### src/rtl/seq_detect_ctrl_pkg.sv
// Shared definitions for the programmable serial pattern detector.
// Holds the run-controller state encoding and the default widths used by
// the interface, the controller and the shift/match datapath.
package seq_detect_pkg;

  localparam int unsigned PAT_W_DEF = 4;  // pattern length in bits (2..8)
  localparam int unsigned LEN_W_DEF = 8;  // run-length budget width
  localparam int unsigned CNT_W_DEF = 8;  // match counter width

  typedef enum logic [1:0] {
    IDLE = 2'b00,
    RUN  = 2'b01,
    DONE = 2'b10
  } state_e;

endpackage

### src/rtl/seq_detect_ctrl_if.sv
// Command/stream/result bundle of the serial pattern detector.
//   start, pattern, length : run request and its captured parameters
//   x_valid, x             : qualified serial input bit
//   busy, done, match      : run status and registered event pulses
//   match_count, bits_seen : per-run statistics, held until the next start
// master = stimulus/result side, slave = detector.
interface seq_detect_ctrl_if
  import seq_detect_pkg::*;
#(
  parameter int unsigned PAT_W = PAT_W_DEF,
  parameter int unsigned LEN_W = LEN_W_DEF,
  parameter int unsigned CNT_W = CNT_W_DEF
);

  logic             start;
  logic [PAT_W-1:0] pattern;
  logic [LEN_W-1:0] length;
  logic             x_valid;
  logic             x;
  logic             busy;
  logic             done;
  logic             match;
  logic [CNT_W-1:0] match_count;
  logic [LEN_W-1:0] bits_seen;

  modport master (
    output start, pattern, length, x_valid, x,
    input  busy, done, match, match_count, bits_seen
  );

  modport slave (
    input  start, pattern, length, x_valid, x,
    output busy, done, match, match_count, bits_seen
  );

endinterface

### src/rtl/seq_detect_ctrl_pattern_shift_match.sv
// History shift register, fill counter and pattern compare.
//   clk, reset  : clock, async active-low reset
//   capture     : load pattern_in and clear history/fill (accepted start)
//   pattern_in  : pattern to capture, MSB = oldest bit
//   shift_en    : accept x this cycle
//   x           : serial bit
//   hit_c       : combinational compare of the bit currently on x
//   match       : registered hit, high the cycle after the completing bit
module pattern_shift_match
  import seq_detect_pkg::*;
#(
  parameter int unsigned PAT_W = PAT_W_DEF
) (
  input  logic             clk,
  input  logic             reset,
  input  logic             capture,
  input  logic [PAT_W-1:0] pattern_in,
  input  logic             shift_en,
  input  logic             x,
  output logic             hit_c,
  output logic             match
);

  localparam int unsigned FILL_W = $clog2(PAT_W + 1);

  // Only the PAT_W-1 most recent bits are kept; the incoming bit completes the window.
  logic [PAT_W-2:0]  hist_q;
  logic [FILL_W-1:0] fill_q;
  logic [PAT_W-1:0]  pat_q;
  logic [PAT_W-1:0]  window_c;

  // Window as it would be after accepting x; the fill guard stops a reset-zero
  // history from matching before PAT_W real bits have arrived.
  always_comb begin
    window_c = {hist_q, x};
    hit_c    = (window_c == pat_q) && (fill_q >= FILL_W'(PAT_W - 1));
  end

  // History/fill update; match is not cleared on a hit so overlaps are seen.
  always_ff @(posedge clk or negedge reset) begin
    if (!reset) begin
      hist_q <= '0;
      fill_q <= '0;
      pat_q  <= '0;
      match  <= 1'b0;
    end else if (capture) begin
      hist_q <= '0;
      fill_q <= '0;
      pat_q  <= pattern_in;
      match  <= 1'b0;
    end else begin
      match <= shift_en && hit_c;
      if (shift_en) begin
        hist_q <= window_c[PAT_W-2:0];
        if (fill_q != FILL_W'(PAT_W)) begin
          fill_q <= fill_q + 1'b1;
        end
      end
    end
  end

endmodule

### src/rtl/seq_detect_ctrl.sv
// Run controller for the programmable serial pattern detector.
//   clk, reset : clock, async active-low reset
//   bus        : slave side of seq_detect_ctrl_if (command, stream, results)
// IDLE waits for start, RUN consumes `length` valid bits while counting
// (saturating) overlapping matches, DONE pulses done for one cycle.
module seq_detect_ctrl
  import seq_detect_pkg::*;
#(
  parameter int unsigned PAT_W = PAT_W_DEF,
  parameter int unsigned LEN_W = LEN_W_DEF,
  parameter int unsigned CNT_W = CNT_W_DEF
) (
  input  logic               clk,
  input  logic               reset,
  seq_detect_ctrl_if.slave   bus
);

  state_e           state_q;
  state_e           state_d;
  logic [LEN_W-1:0] len_q;
  logic             capture_c;
  logic             accept_c;
  logic             last_bit_c;
  logic             hit_c;
  logic             busy_d;
  logic             done_d;

  pattern_shift_match #(
    .PAT_W (PAT_W)
  ) u_match (
    .clk        (clk),
    .reset      (reset),
    .capture    (capture_c),
    .pattern_in (bus.pattern),
    .shift_en   (accept_c),
    .x          (bus.x),
    .hit_c      (hit_c),
    .match      (bus.match)
  );

  // Bit-acceptance qualifiers; bits_seen never exceeds len_q so +1 cannot wrap.
  always_comb begin
    accept_c   = (state_q == RUN) && bus.x_valid;
    last_bit_c = accept_c && ((bus.bits_seen + 1'b1) == len_q);
  end

  // Next-state and registered-output decode.
  always_comb begin
    state_d   = state_q;
    capture_c = 1'b0;
    unique case (state_q)
      IDLE: begin
        if (bus.start) begin
          capture_c = 1'b1;
          state_d   = (bus.length == '0) ? DONE : RUN;
        end
      end
      RUN: begin
        if (last_bit_c) begin
          state_d = DONE;
        end
      end
      DONE: begin
        state_d = IDLE;
      end
      default: begin
        state_d = IDLE;
      end
    endcase
    busy_d = (state_d == RUN);
    done_d = (state_d == DONE);
  end

  // State register with registered status flags.
  always_ff @(posedge clk or negedge reset) begin
    if (!reset) begin
      state_q  <= IDLE;
      bus.busy <= 1'b0;
      bus.done <= 1'b0;
    end else begin
      state_q  <= state_d;
      bus.busy <= busy_d;
      bus.done <= done_d;
    end
  end

  // Captured length, consumed-bit count and saturating match counter.
  always_ff @(posedge clk or negedge reset) begin
    if (!reset) begin
      len_q           <= '0;
      bus.bits_seen   <= '0;
      bus.match_count <= '0;
    end else if (capture_c) begin
      len_q           <= bus.length;
      bus.bits_seen   <= '0;
      bus.match_count <= '0;
    end else if (accept_c) begin
      bus.bits_seen <= bus.bits_seen + 1'b1;
      if (hit_c && (bus.match_count != {CNT_W{1'b1}})) begin
        bus.match_count <= bus.match_count + 1'b1;
      end
    end
  end

endmodule

### src/flat_wrapper.sv
// flat-port wrapper written by rule: the top's interface ports become plain ports
module seq_detect_ctrl_flat import seq_detect_pkg::*;
#(
  parameter int unsigned PAT_W = PAT_W_DEF,
  parameter int unsigned LEN_W = LEN_W_DEF,
  parameter int unsigned CNT_W = CNT_W_DEF
)
  (clk, reset, bus_start, bus_pattern, bus_length, bus_x_valid, bus_x, bus_busy, bus_done, bus_match, bus_match_count, bus_bits_seen);
  seq_detect_ctrl_if #(.PAT_W(PAT_W), .LEN_W(LEN_W), .CNT_W(CNT_W)) bus_i ();
  input  logic clk;
  input  logic reset;
  input wire logic [$bits(bus_i.start)-1:0] bus_start;
  input wire logic [$bits(bus_i.pattern)-1:0] bus_pattern;
  input wire logic [$bits(bus_i.length)-1:0] bus_length;
  input wire logic [$bits(bus_i.x_valid)-1:0] bus_x_valid;
  input wire logic [$bits(bus_i.x)-1:0] bus_x;
  output wire logic [$bits(bus_i.busy)-1:0] bus_busy;
  output wire logic [$bits(bus_i.done)-1:0] bus_done;
  output wire logic [$bits(bus_i.match)-1:0] bus_match;
  output wire logic [$bits(bus_i.match_count)-1:0] bus_match_count;
  output wire logic [$bits(bus_i.bits_seen)-1:0] bus_bits_seen;
  assign bus_i.start = bus_start;
  assign bus_i.pattern = bus_pattern;
  assign bus_i.length = bus_length;
  assign bus_i.x_valid = bus_x_valid;
  assign bus_i.x = bus_x;
  assign bus_busy = bus_i.busy;
  assign bus_done = bus_i.done;
  assign bus_match = bus_i.match;
  assign bus_match_count = bus_i.match_count;
  assign bus_bits_seen = bus_i.bits_seen;
  seq_detect_ctrl #(.PAT_W(PAT_W), .LEN_W(LEN_W), .CNT_W(CNT_W)) u_core (.clk(clk), .reset(reset), .bus(bus_i));
endmodule
### config.mk
export PLATFORM = sky130hd
export DESIGN_NAME = seq_detect_ctrl_flat
export DESIGN_NICKNAME = d
export VERILOG_FILES = /design/src/rtl/seq_detect_ctrl_pkg.sv /design/src/rtl/seq_detect_ctrl_if.sv /design/src/rtl/seq_detect_ctrl_pattern_shift_match.sv /design/src/rtl/seq_detect_ctrl.sv /design/src/flat_wrapper.sv
export SDC_FILE = /design/constraint.sdc
export NUM_CORES = 1
export LEC_CHECK = 0
export ABC_CLOCK_PERIOD_IN_PS = 1930
export BUFFER_PORTS_ARGS = -buffer_cell sky130_fd_sc_hd__buf_2
export CORE_MARGIN = 2
export CORE_UTILIZATION = 49
export DETAILED_ROUTE_END_ITERATION = 8
export PLACE_DENSITY_LB_ADDON = 0.12
export SLEW_MARGIN = 20
export SYNTH_ARGS = -nofsm -noshare
export SYNTH_HDL_FRONTEND = slang
export SYNTH_HIERARCHICAL = 1
export SYNTH_SLANG_ARGS = --single-unit
### constraint.sdc
create_clock -name clk -period 1.93 [get_ports clk]
set_input_delay 0.193 -clock clk [delete_from_list [all_inputs] [get_ports clk]]
set_output_delay 0.193 -clock clk [all_outputs]
set_load 0.01 [all_outputs]
Word-level counts from Yosys, hierarchy flattened
Index checks and enable logic that the tools add are counted.

word-level totals
  input bits = 17
  output and inout port bits = 19
  bits in registers = 39
  logic and storage cells = 50

operators by class
  $lt $le $gt $ge = 1
  eq/ne operators = 7
  muxes and demuxes = 17
  add/subtract/negate cells = 3
  reduce and logical (&&, ||, !) cells = 12

operator list
  operator                                                            count
  two-way mux 8 bit                                                   5
  adder 8 x 1 -> 8 bit (second input constant)                        2
  two-way mux 3 bit                                                   5
  equality test 8 bit                                                 1
  logical NOT 8 bit                                                   1
  inequality test 8 bit (second input constant)                       1
  two-way mux 2 bit                                                   3
  nonzero test 2 bit                                                  3
  logical AND 1 bit                                                   5
  equality test 2 x 1 -> 1 bit (second input constant)                2
  equality test 4 bit                                                 1
  case mux 2 bit (2 select lines)                                     1
  AND reduction 2 bit                                                 2
  adder 3 x 1 -> 3 bit (second input constant)                        1
  greater-or-equal comparator 3 x 2 -> 1 bit (second input constant)  1
  two-way mux 1 bit                                                   3
  inequality test 3 bit (second input constant)                       1
  equality test 2 bit (second input constant)                         1
  logical NOT 2 bit                                                   1

Depth between registers and ports, before layout
Gate-level depths: netlist of run 1.

  word-level depth = 6
  mapped depth = 9
  mapped depth without buffers = 9

Hierarchy
The synthesis of run 1 kept the hierarchy.

modules (own cells, without submodules)
  module               instances  sequential area each (µm²)  cells an instance  area an instance (µm²)
  seq_detect_ctrl      1          700.7                       131                1392.6
  pattern_shift_match  1          275.3                       46                 564.3

Worst setup path before layout of run 1
OpenSTA, ideal clock, no wires.

  path type = register to register
  start point = reg u_core.bus.bits_seen[0]
  end point = reg u_core.bus.busy
  period minus slack after synthesis = 1.817 ns
  setup time = 0.120 ns
  required time = 1.810 ns
  path buffers = 0
  arrival time = 1.698 ns
  cell stages (with the launch flop) = 7
  path slack = 0.113 ns
  path through = dfrtp_1 > ha_1 > nand3_1 > xor2_1 > xnor2_1 > or3_1 > o22a_2

between the ends
  word-level cells in the longest chain between the ends = 6

RTL lines
  what                             line                      source
  start, declared                  seq_detect_ctrl_if.sv:33  output busy, done, match, match_count, bits_seen
  start signal, assigned           seq_detect_ctrl.sv:98     bus.bits_seen <= bus.bits_seen + 1'b1;
  adder 8 x 1 -> 8 bit             seq_detect_ctrl.sv:44     last_bit_c = accept_c && ((bus.bits_seen + 1'b1) == len_q);
  equality test 8 bit              seq_detect_ctrl.sv:44
  logical AND 1 bit                seq_detect_ctrl.sv:44
  two-way mux 2 bit                seq_detect_ctrl.sv:59     if (last_bit_c) begin
  case mux 2 bit (2 select lines)  seq_detect_ctrl.sv:51     unique case (state_q)
  equality test 2 x 1 -> 1 bit     seq_detect_ctrl.sv:70     busy_d = (state_d == RUN);
  net u_core.busy_d                seq_detect_ctrl.sv:25     logic busy_d;
  end signal, assigned             seq_detect_ctrl.sv:82     bus.busy <= busy_d;
  end, declared                    seq_detect_ctrl_if.sv:33

The timed path passes the listed nets, and every way through them passes these cells.
A chain may end at the register's enable or synchronous reset.

Worst setup path in the final report of run 1
  start point = reg u_core.u_match.fill_q[0]
  end point = reg u_core.bus.match_count[2]

between the ends
  word-level cells in the longest chain between the ends = 5

RTL lines
  what                                        line                                       source
  start, declared                             seq_detect_ctrl_pattern_shift_match.sv:28  logic [FILL_W-1:0] fill_q;
  start signal, assigned                      seq_detect_ctrl_pattern_shift_match.sv:56  fill_q <= fill_q + 1'b1;
  greater-or-equal comparator 3 x 2 -> 1 bit  seq_detect_ctrl_pattern_shift_match.sv:36  hit_c = (window_c == pat_q) && (fill_q >= FILL_W'(PAT_W - 1));
  logical AND 1 bit                           seq_detect_ctrl_pattern_shift_match.sv:36
  net u_core.hit_c                            seq_detect_ctrl.sv:24                      logic hit_c;
  logical AND 1 bit                           seq_detect_ctrl.sv:99                      if (hit_c && (bus.match_count != {CNT_W{1'b1}})) begin
  nonzero test 2 bit (no source line)         --
  AND reduction 2 bit (no source line)        --
  end signal, assigned                        seq_detect_ctrl.sv:100                     bus.match_count <= bus.match_count + 1'b1;
  end, declared                               seq_detect_ctrl_if.sv:33

The timed path passes the listed nets, and every way through them passes these cells.

==> results of run 1 <==
[repair_timing]
item / CTS / global route
endpoints found under the setup margin: 2 / 5
gates resized for setup: 1 / 4
pin swaps: 0 / 1
setup buffers: 0 / 1
[registers in the layout, summed over array words and instances (netlist names)]
name / flops
u_core/bus.bits_seen: 8
u_core/bus.busy: 1
u_core/bus.done: 1
u_core/bus.match_count: 8
u_core/len_q: 8
u_core/state_q: 2
u_core/u_match/fill_q: 3
u_core/u_match/hist_q: 3
u_core/u_match/match: 1
u_core/u_match/pat_q: 4
[path summary, 6_finish.rpt]
kind | endpoint | slack, ps | cells after the start
setup / recovery | u_core/bus.match_count[2] | 90 | 9
hold / removal | u_core/bus.match_count[0] | 4 | 1
setup reg to reg | u_core/bus.match_count[2] | 90 | 9
hold reg to reg | u_core/u_match/pat_q[1] | 530 | 1
max in group asynchronous | u_core/bus.bits_seen[2] | 1400 | 1
min in group clk | u_core/u_match/pat_q[1] | 140 | 2
[layer usage]
metal  part of all wire [%]  wire length [um]  global-route usage (%)  up-vias
met5                      0                 0                       0        -
met1                     43              1640                    25.1      709
li1                       -                 -                       -      717
met2                     51              1970                    32.1       35
met4                    1.5                56                    7.40        0
met3                    4.4               171                    5.00        4
[cell families after synthesis]
group | after synthesis | share of synthesized area, %
buf+inv | 9 | 2.24
xor+xnor | 23 | 10.3
simple gates | 54 | 14.3
mux | 16 | 8.95
fa+ha+maj | 5 | 3.20
compound gates | 31 | 11.2
flops | 39 | 49.9
[area by class of cell]
cell class / count / area share, %
clock inverters: 1 / 0.212
inverters: 5 / 0.794
well taps: 48 / 2.54
multi-input cells: 129 / 41.1
clock buffers: 7 / 3.23
flip-flops and latches: 39 / 41.3
repair buffers: 44 / 10.8
[power breakdown]
| group | switching (mW) | leakage (nW) | internal, mW | total [mW] |
|---|---|---|---|---|
| sequential | 0.218 | 0.495 | 1.07 | 1.29 |
| clock | 0.257 | 0.0422 | 0.253 | 0.510 |
| combinational | 0.563 | 0.590 | 0.585 | 1.15 |
| total | 1.04 | 1.13 | 1.91 | 2.95 |
[cells in the final DEF, fill, tap and decap left out, drive strengths merged, types with 4 or more instances in the layout]
| cell | instances |
|---|---|
| buf | 44 |
| dfrtp | 39 |
| nor2 | 16 |
| xnor2 | 14 |
| o21ai | 13 |
| mux2 | 12 |
| nand2 | 12 |
| xor2 | 9 |
| clkbuf | 7 |
| nand3 | 6 |
| ha | 5 |
| inv | 5 |
| o31ai | 4 |
| a21oi | 4 |
| mux2i | 4 |
| and3 | 4 |
[per-stage QoR]
step	hold slack, ps	worst slack (ps)
2_1_floorplan	-103	113
6_report	4.42	94.2
3_5_place_dp	349	17.0
4_1_cts	38.3	23.7
5_1_grt	80.6	-33.2
3_3_place_gp	335	132
[critical path: stages (launching register included)]
cell,delay [ps]
dfrtp_1,420
ha_1,220
ha_1,180
a211o_1,270
nand4_4,100
nor2_4,50
o211a_1,180
nand2_1,100
xor2_1,150
nor2_1,60
==> results by group, run 1 <==
Synthesis
  • Synth Flop Type: dfrtp_1
  • Post-Syn Area: 0.00196 mm2
  • Top cell type's share of synthesized area: 49.9%
  • Yosys cell types: 40
  • Mapped Cells: 177
  • Synth top area cells: dfrtp_1 50%, mux2_2 6.9%, xnor2_1 6.3%, xor2_1 4.0%, ha_1 3.2%
  • FF+latch count, synth: 39
  • Sequential fraction of the synthesis area: about 50%
  • Most frequent cell after synthesis: dfrtp_1
  • Synth Area per Inst: 11.1 um2
  • Commonest cells in the netlist: 39 x dfrtp_1, 16 x nor2_1, 14 x xnor2_1
  • Post-synth EDFFs: 0
  • Leading area contributor after synthesis: dfrtp_1
  • Syn Nets: 199
  • Synth async-reset ratio: 100%
  • Synth Warn #: 6

Die
  • Initial Utilization: 52.3%
  • CORE AREA: 0.00374 mm2
  • FP Rows: 22
  • Die X: 67.2 um
  • DIE HEIGHT: roughly 67 um
  • Ports: 36
  • Die area: 0.00452 mm2

Worst setup path
  • Launch point of the worst path: u_core/u_match/fill_q[0]
  • Required @ worst endpoint: 2100 ps
  • Startpoint Class: flop
  • Crit. End Element: flop
  • Crit Path Max Fanout: 4
  • Data arrival, critical path: 2010 ps
  • Worst R2R Start: u_core/u_match/fill_q[0]
  • Kind of critical path: flop to flop

Global route
  • Number of global-route vias before repair: between 1,000 and 1,500
  • First-pass GRT wire length: 6400 um
  • Largest net degree at the start of global routing: 40
  • Total GRT Usage: 19.6%
  • Initial antenna violation count: 0
  • Remaining Overflow, GRT: 0

Cells and area
  • Reg area: 976 um2
  • Final design utilization: 63.1%
  • Layout cells sized above 1: roughly a third
  • Post-route cell area: 0.00236 mm2
  • N_diodes: 0
  • Non-filler instance count after layout: 273
  • Area of the multi-input gates: 972 um2
  • Final #Nets: 246
  • P&R area growth vs syn: 20.8%
  • Fillers: 320

STA
  • Max_slew headroom: between 40 and 50%
  • Final Setup Violations: 0
  • Crit path time final: 1840 ps
  • Slew Viols, Final: 0
  • Maximum clock frequency: 545 MHz
  • Worst Tran Pin Value: between 800 and 900 ps
  • Final Hold Vio Count: 0
  • Tcrit/Tclk final: a little over nine tenths
  • Setup TNS: 0 ps
  • Clock skew: ~4.5 ps

CTS
  • Worst-Skew Late Latency: approximately 280 ps
  • Clk sink count: 39
  • Hold_buf cts: 0
  • Inserted Clock Buffers: 5
  • Root Buffer: clkbuf_8
  • CTS max path bufs: 2
  • H-tree Lvls: 2
  • CTS tree: yes
  • CTS clock-pin slew for the worst setup and hold paths: around 70 ps

Placed design
  • DP Wirelength: 2860 um
  • Placed Instance Area: 0.00224 mm2
  • IO buf count: 35
  • Routability congestion estimate: 0.836
  • Dpl cells: 264

Power
  • Leak pwr: ~1.1 nW
  • VDD IR-drop max: 0.000669 V
  • Power, Total: 2.95 mW
  • Power density over the cells: between 1000 and 1500 mW/mm2

Worst hold path
  • Worst min path class: primary input to asynchronous set/reset pin

Run
  • Max-cap violations: 0

Routing
  • Initial DRC count: 56
  • DRT antenna net count: 0
  • Via Count: between 1,000 and 1,500
  • Wire per inst: 14.1 um
  • Post-route DRC: 0
  • Vias/cell: 5.37
  • Detailed-router iteration count before antenna repair: 4
  • Post-detailed-routing wire length: slightly below 4000 um

Run status
  • Status: completed
No activity file was read; power rests on OpenSTA's default activity.
==> inputs of run 2 (changes only) <==
--- a/config.mk
+++ b/config.mk
@@ -5,10 +5,10 @@
 export SDC_FILE = /design/constraint.sdc
 export NUM_CORES = 1
 export LEC_CHECK = 0
-export ABC_CLOCK_PERIOD_IN_PS = 1930
+export ABC_CLOCK_PERIOD_IN_PS = 1900
 export BUFFER_PORTS_ARGS = -buffer_cell sky130_fd_sc_hd__buf_2
 export CORE_MARGIN = 2
-export CORE_UTILIZATION = 49
+export CORE_UTILIZATION = 50
 export DETAILED_ROUTE_END_ITERATION = 8
 export PLACE_DENSITY_LB_ADDON = 0.12
 export SLEW_MARGIN = 20
==> constraint.sdc (replaced) <==
create_clock -name clk -period 1.9 [get_ports clk]
set_input_delay 0.19 -clock clk [delete_from_list [all_inputs] [get_ports clk]]
set_output_delay 0.19 -clock clk [all_outputs]
set_load 0.01 [all_outputs]
==> run 2 against run 1 <==
Final cell count rose by 1.1%. Sequential share of layout area fell by 1.2 points. Register-to-register slack got worse by 30 ps. Worst hold slack got worse by 2.8 ps. Routed wire length rose by 6.6%. Clock skew barely moved. Utilization rose by 2.4 points. Critical endpoint is now u_core/bus.busy.
==> results by group, run 2 (synthesis gave the netlist of run 1 again) <==
CTS
  • Worst-Skew Late Latency: 290 ps (about the same)
  • Root Buffer: clkbuf_8
  • CTS tree: yes
  • Clk sink count: 39 (unchanged)
  • H-tree Lvls: 2 (unchanged)
  • Inserted Clock Buffers: 5 (unchanged)
  • CTS max path bufs: 2 (unchanged)
  • Hold_buf cts: 0 (unchanged)
  • CTS clock-pin slew for the worst setup and hold paths: 80 ps (about the same)

Cells and area
  • Area of the multi-input gates: 993 um2 (+2.2%)
  • Final #Nets: 249 (+1.2%)
  • Final design utilization: 65.6% (+2.4 points)
  • N_diodes: 0 (unchanged)
  • Post-route cell area: 0.00244 mm2 (+3.1%)
  • Non-filler instance count after layout: 276 (+1.1%)
  • Fillers: 301 (-5.9%)
  • P&R area growth vs syn: 24.5%
  • Commonest non-fill, non-tap cell in the layout: dfrtp_1
  • Most frequent cells in the layout: 38 x dfrtp_1, 35 x buf_2, 15 x nor2_1
  • Layout cells sized above 1: 37.7% (+4.4 points)
  • Largest regs: u_core/bus.bits_seen (8), u_core/bus.match_count (8), u_core/len_q (8)
  • Reg area: 977 um2 (+0.13%)

Routing
  • Post-detailed-routing wire length: 4100 um (+6.6%)
  • Initial DRC count: 55 (-1.8%)
  • Post-route DRC: 0 (unchanged)
  • Detailed-router iteration count before antenna repair: 4 (unchanged)
  • DRT antenna net count: 0 (unchanged)
  • Vias/cell: 5.48 (+2.2%)
  • Wire per inst: 14.9 um (+5.5%)
  • Via Count: 1,513 (+3.3%)

Die
  • Initial Utilization: 52.7% (+0.39 points)
  • CORE AREA: 0.00372 mm2 (-0.74%)
  • FP Rows: 22 (unchanged)
  • Die area: 0.00443 mm2 (-1.9%)
  • DIE HEIGHT: 66.6 um (-0.95%)
  • Die X: 66.6 um (-0.95%)
  • Ports: 36 (unchanged)

Worst setup path
  • Data arrival, critical path: 2010 ps (about the same)
  • Cell count of the worst reg-to-reg path: 6 (-3)
  • Crit path largest cell delay: 410 ps (about the same)
  • R2r setup slk: 60 ps (-30 ps)
  • Worst path cell trace: ha_1 -> nand3_1 -> xor2_2 -> xnor2_1 -> or3_1 -> o22a_2
  • Kind of critical path: flop to flop
  • Startpoint Class: flop
  • Required @ worst endpoint: 2070 ps (-30 ps)
  • CP max stage cell: or3_1
  • Crit. End Element: flop
  • Reg-to-Reg End: u_core/bus.busy
  • Worst R2R Start: u_core/bus.bits_seen[0]
  • Crit Path Max Fanout: 3 (-1)

STA
  • Final Setup Violations: 0 (unchanged)
  • Slew Viols, Final: 0 (unchanged)
  • Setup TNS: 0 ps (unchanged)
  • Final Hold Vio Count: 0 (unchanged)
  • Worst Tran Pin Value: 848 ps (+17.0 ps)
  • Max_slew headroom: 43.5% (-1.1 points)
  • Clock skew: 4.83 ps (+0.371 ps)
  • Crit path time final: 1840 ps (-0.0908 ps)
  • Tcrit/Tclk final: 96.6% (+1.5 points)
  • Maximum clock frequency: 545 MHz (about the same)

Global route
  • Remaining Overflow, GRT: 0 (unchanged)
  • Number of global-route vias before repair: 1,467 (+5.2%)
  • Total GRT Usage: 19.9% (+0.33 points)
  • First-pass GRT wire length: 6510 um (+1.7%)
  • Initial antenna violation count: 0 (unchanged)
  • Largest net degree at the start of global routing: 40 (unchanged)

Run status
  • Status: completed

Placed design
  • DP Wirelength: 2900 um (+1.5%)
  • Placed Instance Area: 0.00224 mm2 (-0.22%)
  • Dpl cells: 265 (+0.38%)
  • Routability congestion estimate: 0.818 (-2.1%)
  • IO buf count: 35 (unchanged)

Worst hold path
  • Worst min path class: primary input to asynchronous set/reset pin

Power
  • Power density over the cells: 1330 mW/mm2 (+6.8%)
  • VDD IR-drop max: 0.000785 V (+17%)
  • Leak pwr: 1.16 nW (+3.2%)

Run
  • Max-cap violations: 0 (unchanged)
==> run 2: cell count changes in the layout (fill, tap and decap cells not counted), moves of 2 or more <==
| cell | delta |
|---|---|
| buf_4 | +3 |
| clkbuf_1 | -2 |
| xor2_1 | -2 |
| xor2_2 | +2 |
==> run 2: worst max-delay path by stage <==
| stage | from | to | slack [ps] |
|---|---|---|---|
| floorplan | u_core/bus.bits_seen[0] | u_core/bus.busy | 80 |
| global placement | u_core/u_match/fill_q[0] | u_core/bus.match_count[5] | 80 |
| detailed placement | u_core/u_match/fill_q[0] | u_core/bus.match_count[7] | -10 |
| CTS | u_core/u_match/fill_q[0] | u_core/bus.match_count[7] | 3 |
| global route | u_core/u_match/fill_q[1] | u_core/bus.match_count[5] | -30 |
| finish | u_core/bus.bits_seen[0] | u_core/bus.busy | 60 |
==> run 2: stage by stage <==
stage | total power, mW | hold WS [ps] | setup slack [ps]
after floorplan | 2.08 | -106 | 82.7
after global placement | 2.35 | 330 | 79.5
after detailed placement | 2.43 | 349 | -12.6
after CTS | 3.16 | 31.7 | 3.07
after global routing | 3.45 | 54.0 | -28.9
final | 3.25 | 1.67 | 64.3
==> run 2: routing by layer <==
layer / share of wire, % / global-route usage, % / up-vias
met4: 0.54 / 6.89 / 0
met2: 55 / 36.5 / 33
met1: 40 / 21.3 / 760
li1: - / - / 718
met3: 4.0 / 6.42 / 2
met5: 0 / 0 / -
==> run 2: power breakdown <==
part	internal, mW	total (mW)	switching, mW
sequential	1.09	1.31	0.221
combinational	0.626	1.23	0.600
clock	0.425	0.710	0.285
total	2.14	3.25	1.11
==> run 2: area by class of cell <==
class / count / area share [%]
inverters: 5 / 0.770
clock inverters: 2 / 1.44
repair buffers: 47 / 11.0
well taps: 48 / 2.47
multi-input cells: 129 / 40.8
clock buffers: 6 / 3.39
flip-flops and latches: 39 / 40.1
==> run 2: what timing repair did <==
| action | CTS | global route |
|---|---|---|
| pin swaps | 0 | 4 |
| setup endpoints to repair | 3 | 10 |
| gates resized for setup | 1 | 10 |
| buffers inserted | 0 | 3 |
==> run 2: critical path, delay by kind of cell, from the launching register on <==
| kind | cells | cell delay [ps] |
|---|---|---|
| flip-flops | 1 | 400 |
| XOR/XNOR | 2 | 320 |
| AND/OR/NAND/NOR | 2 | 540 |
| AO/OA/AOI/OAI | 1 | 230 |
| adder cells (fa/ha/maj) | 1 | 220 |
==> inputs of run 3 (changes only) <==
==> constraint.sdc (replaced) <==
create_clock -name clk -period 1.9 [get_ports clk]
set_input_delay 0.095 -clock clk [delete_from_list [all_inputs] [get_ports clk]]
set_output_delay 0.095 -clock clk [all_outputs]
set_load 0.01 [all_outputs]
==> run 3 against run 2 <==
Routed wire length increased by 0.17%. Clock skew unchanged. First-iteration DRC count rose by 18%. Critical path depth unchanged. Sequential power about the same. Die area did not move. Setup slack did not move. Largest cell class unchanged.
==> results by group, run 3 (synthesis gave the netlist of run 1 again) <==
Run status
  • Status: completed

Die
  • Die X: 66.6 um (unchanged)
  • Ports: 36 (unchanged)
  • FP Rows: 22 (unchanged)
  • CORE AREA: 0.00372 mm2 (unchanged)
  • Initial Utilization: 52.7% (unchanged)
  • Die area: 0.00443 mm2 (unchanged)
  • DIE HEIGHT: 66.6 um (unchanged)

Power
  • Leak pwr: 1.17 nW (+0.36%)
  • VDD IR-drop max: 0.000785 V (about the same)
  • Power density over the cells: 1330 mW/mm2 (-0.36%)

Worst setup path
  • R2r setup slk: 60 ps (about the same)
  • Startpoint Class: flop
  • Cell count of the worst reg-to-reg path: 6 (unchanged)
  • Crit path largest cell delay: 410 ps (about the same)
  • Crit Path Max Fanout: 3 (unchanged)
  • WP depth: 6 (unchanged)
  • Worst path cell trace: ha_1 -> nand3_1 -> xor2_2 -> xnor2_1 -> or3_1 -> o22a_2
  • Worst R2R Start: u_core/bus.bits_seen[0]
  • Data arrival, critical path: 2010 ps (about the same)
  • Kind of critical path: flop to flop
  • Required @ worst endpoint: 2070 ps (about the same)
  • Reg-to-Reg End: u_core/bus.busy
  • CP max stage cell: or3_1
  • Crit. End Element: flop
  • Critical path buffer and inverter count: 0 (unchanged)
  • Top Family by Delay on Critical Path: simple AND/OR/NAND/NOR gates

Global route
  • Remaining Overflow, GRT: 0 (unchanged)
  • First-pass GRT wire length: 6510 um (unchanged)
  • Initial antenna violation count: 0 (unchanged)
  • Number of global-route vias before repair: 1,467 (unchanged)
  • Largest net degree at the start of global routing: 40 (unchanged)
  • Total GRT Usage: 19.9% (unchanged)

Routing
  • Wire per inst: 14.8 um (-0.19%)
  • Post-detailed-routing wire length: 4110 um (+0.17%)
  • Via Count: 1,517 (+0.26%)
  • Post-route DRC: 0 (unchanged)
  • Vias/cell: 5.48 (about the same)
  • DRT antenna net count: 0 (unchanged)
  • Detailed-router iteration count before antenna repair: 4 (unchanged)
  • Initial DRC count: 65 (+18%)

CTS
  • CTS max path bufs: 2 (unchanged)
  • Inserted Clock Buffers: 5 (unchanged)
  • Clk sink count: 39 (unchanged)
  • CTS tree: yes
  • Root Buffer: clkbuf_8
  • Worst-Skew Late Latency: 290 ps (about the same)
  • H-tree Lvls: 2 (unchanged)
  • CTS clock-pin slew for the worst setup and hold paths: 80 ps (about the same)

Placed design
  • Placed Instance Area: 0.00224 mm2 (unchanged)
  • DP Wirelength: 2900 um (unchanged)
  • Routability congestion estimate: 0.818 (unchanged)
  • Worst slack, placed: -12.6 ps (unchanged)
  • IO buf count: 35 (unchanged)

STA
  • Clock skew: 4.83 ps (unchanged)
  • Final Setup Violations: 0 (unchanged)
  • Maximum clock frequency: 545 MHz (unchanged)
  • Min setup slack post-route: 64.3 ps (unchanged)
  • Tcrit/Tclk final: 96.6% (unchanged)
  • Final Hold Vio Count: 0 (unchanged)
  • Slew Viols, Final: 0 (unchanged)
  • Max_slew headroom: 43.2% (-0.26 points)
  • Crit path time final: 1840 ps (unchanged)
  • Worst Tran Pin Value: 852 ps (+3.84 ps)

Cells and area
  • Layout cells sized above 1: 37.6% (-0.16 points)
  • Commonest non-fill, non-tap cell in the layout: dfrtp_1
  • Final #Nets: 250 (+0.40%)
  • Reg area: 977 um2 (unchanged)
  • N_diodes: 0 (unchanged)
  • Final design utilization: 65.8% (+0.27 points)
  • Area of the multi-input gates: 993 um2 (unchanged)
  • Largest regs: u_core/bus.bits_seen (8), u_core/bus.match_count (8), u_core/len_q (8)
  • Post-route cell area: 0.00245 mm2 (+0.41%)
  • P&R area growth vs syn: 25.0%
  • Most frequent cells in the layout: 38 x dfrtp_1, 35 x buf_2, 15 x nor2_1
  • Fillers: 300 (-0.33%)

Worst hold path
  • Worst min path class: primary input to flop
  • Hold-critical path depth: 2
  • HP Start: bus_pattern[1]
  • Hold EP: u_core/u_match/pat_q[1]

Run
  • Max-cap violations: 0 (unchanged)
## run 3: worst max path at each step
stage / to / startpoint / slack (ps)
global placement: u_core/bus.match_count[5] / u_core/u_match/fill_q[0] / 80
detailed placement: u_core/bus.match_count[7] / u_core/u_match/fill_q[0] / -10
floorplan: u_core/bus.busy / u_core/bus.bits_seen[0] / 80
CTS: u_core/bus.match_count[7] / u_core/u_match/fill_q[0] / 3
global route: u_core/bus.match_count[5] / u_core/u_match/fill_q[1] / -30
finish: u_core/bus.busy / u_core/bus.bits_seen[0] / 60
## run 3: what timing repair did
item	CTS	global route
endpoints found under the hold margin	39	0
setup endpoints to repair	3	10
gates resized for setup	1	10
pin swaps	0	4
hold buffers	1	0
buffers inserted	0	3
## run 3: layer usage
| metal | part of all wire [%] | track usage, % | vias to the layer above |
|---|---|---|---|
| met1 | 40 | 21.3 | 762 |
| met4 | 0.54 | 6.89 | 0 |
| met2 | 55 | 36.5 | 33 |
| met3 | 4.0 | 6.42 | 2 |
| met5 | 0 | 0 | - |
| li1 | - | - | 720 |
## run 3: cell type report
cell class              instances  area share (%)
flip-flops and latches         39            39.9
multi-input cells             129            40.6
clock inverters                 2            1.43
clock buffers                   6            3.38
inverters                       5           0.767
well taps                      48            2.46
repair buffers                 48            11.4
## run 3: through the flow
step	cells	total power, mW	hold WS [ps]	TNS, ps
final	277	3.25	37.1	0
after global routing	277	3.45	17.7	-68.1
after CTS	274	3.16	29.9	0
after detailed placement	265	2.43	254	-18.8
after global placement	265	2.35	235	0
after floorplan	177	2.08	-201	0
## run 3: worst register-to-register path: stages, from the launching register on
cell and delay, ps:
dfrtp_1 400, ha_1 220, nand3_1 130, xor2_2 200
xnor2_1 120, or3_1 410, o22a_2 230
## run 3: where the power goes
part | internal [mW] | total [mW] | switching, mW
logic | 0.627 | 1.23 | 0.600
clock network | 0.425 | 0.710 | 0.285
registers | 1.09 | 1.31 | 0.221
total | 2.14 | 3.25 | 1.11
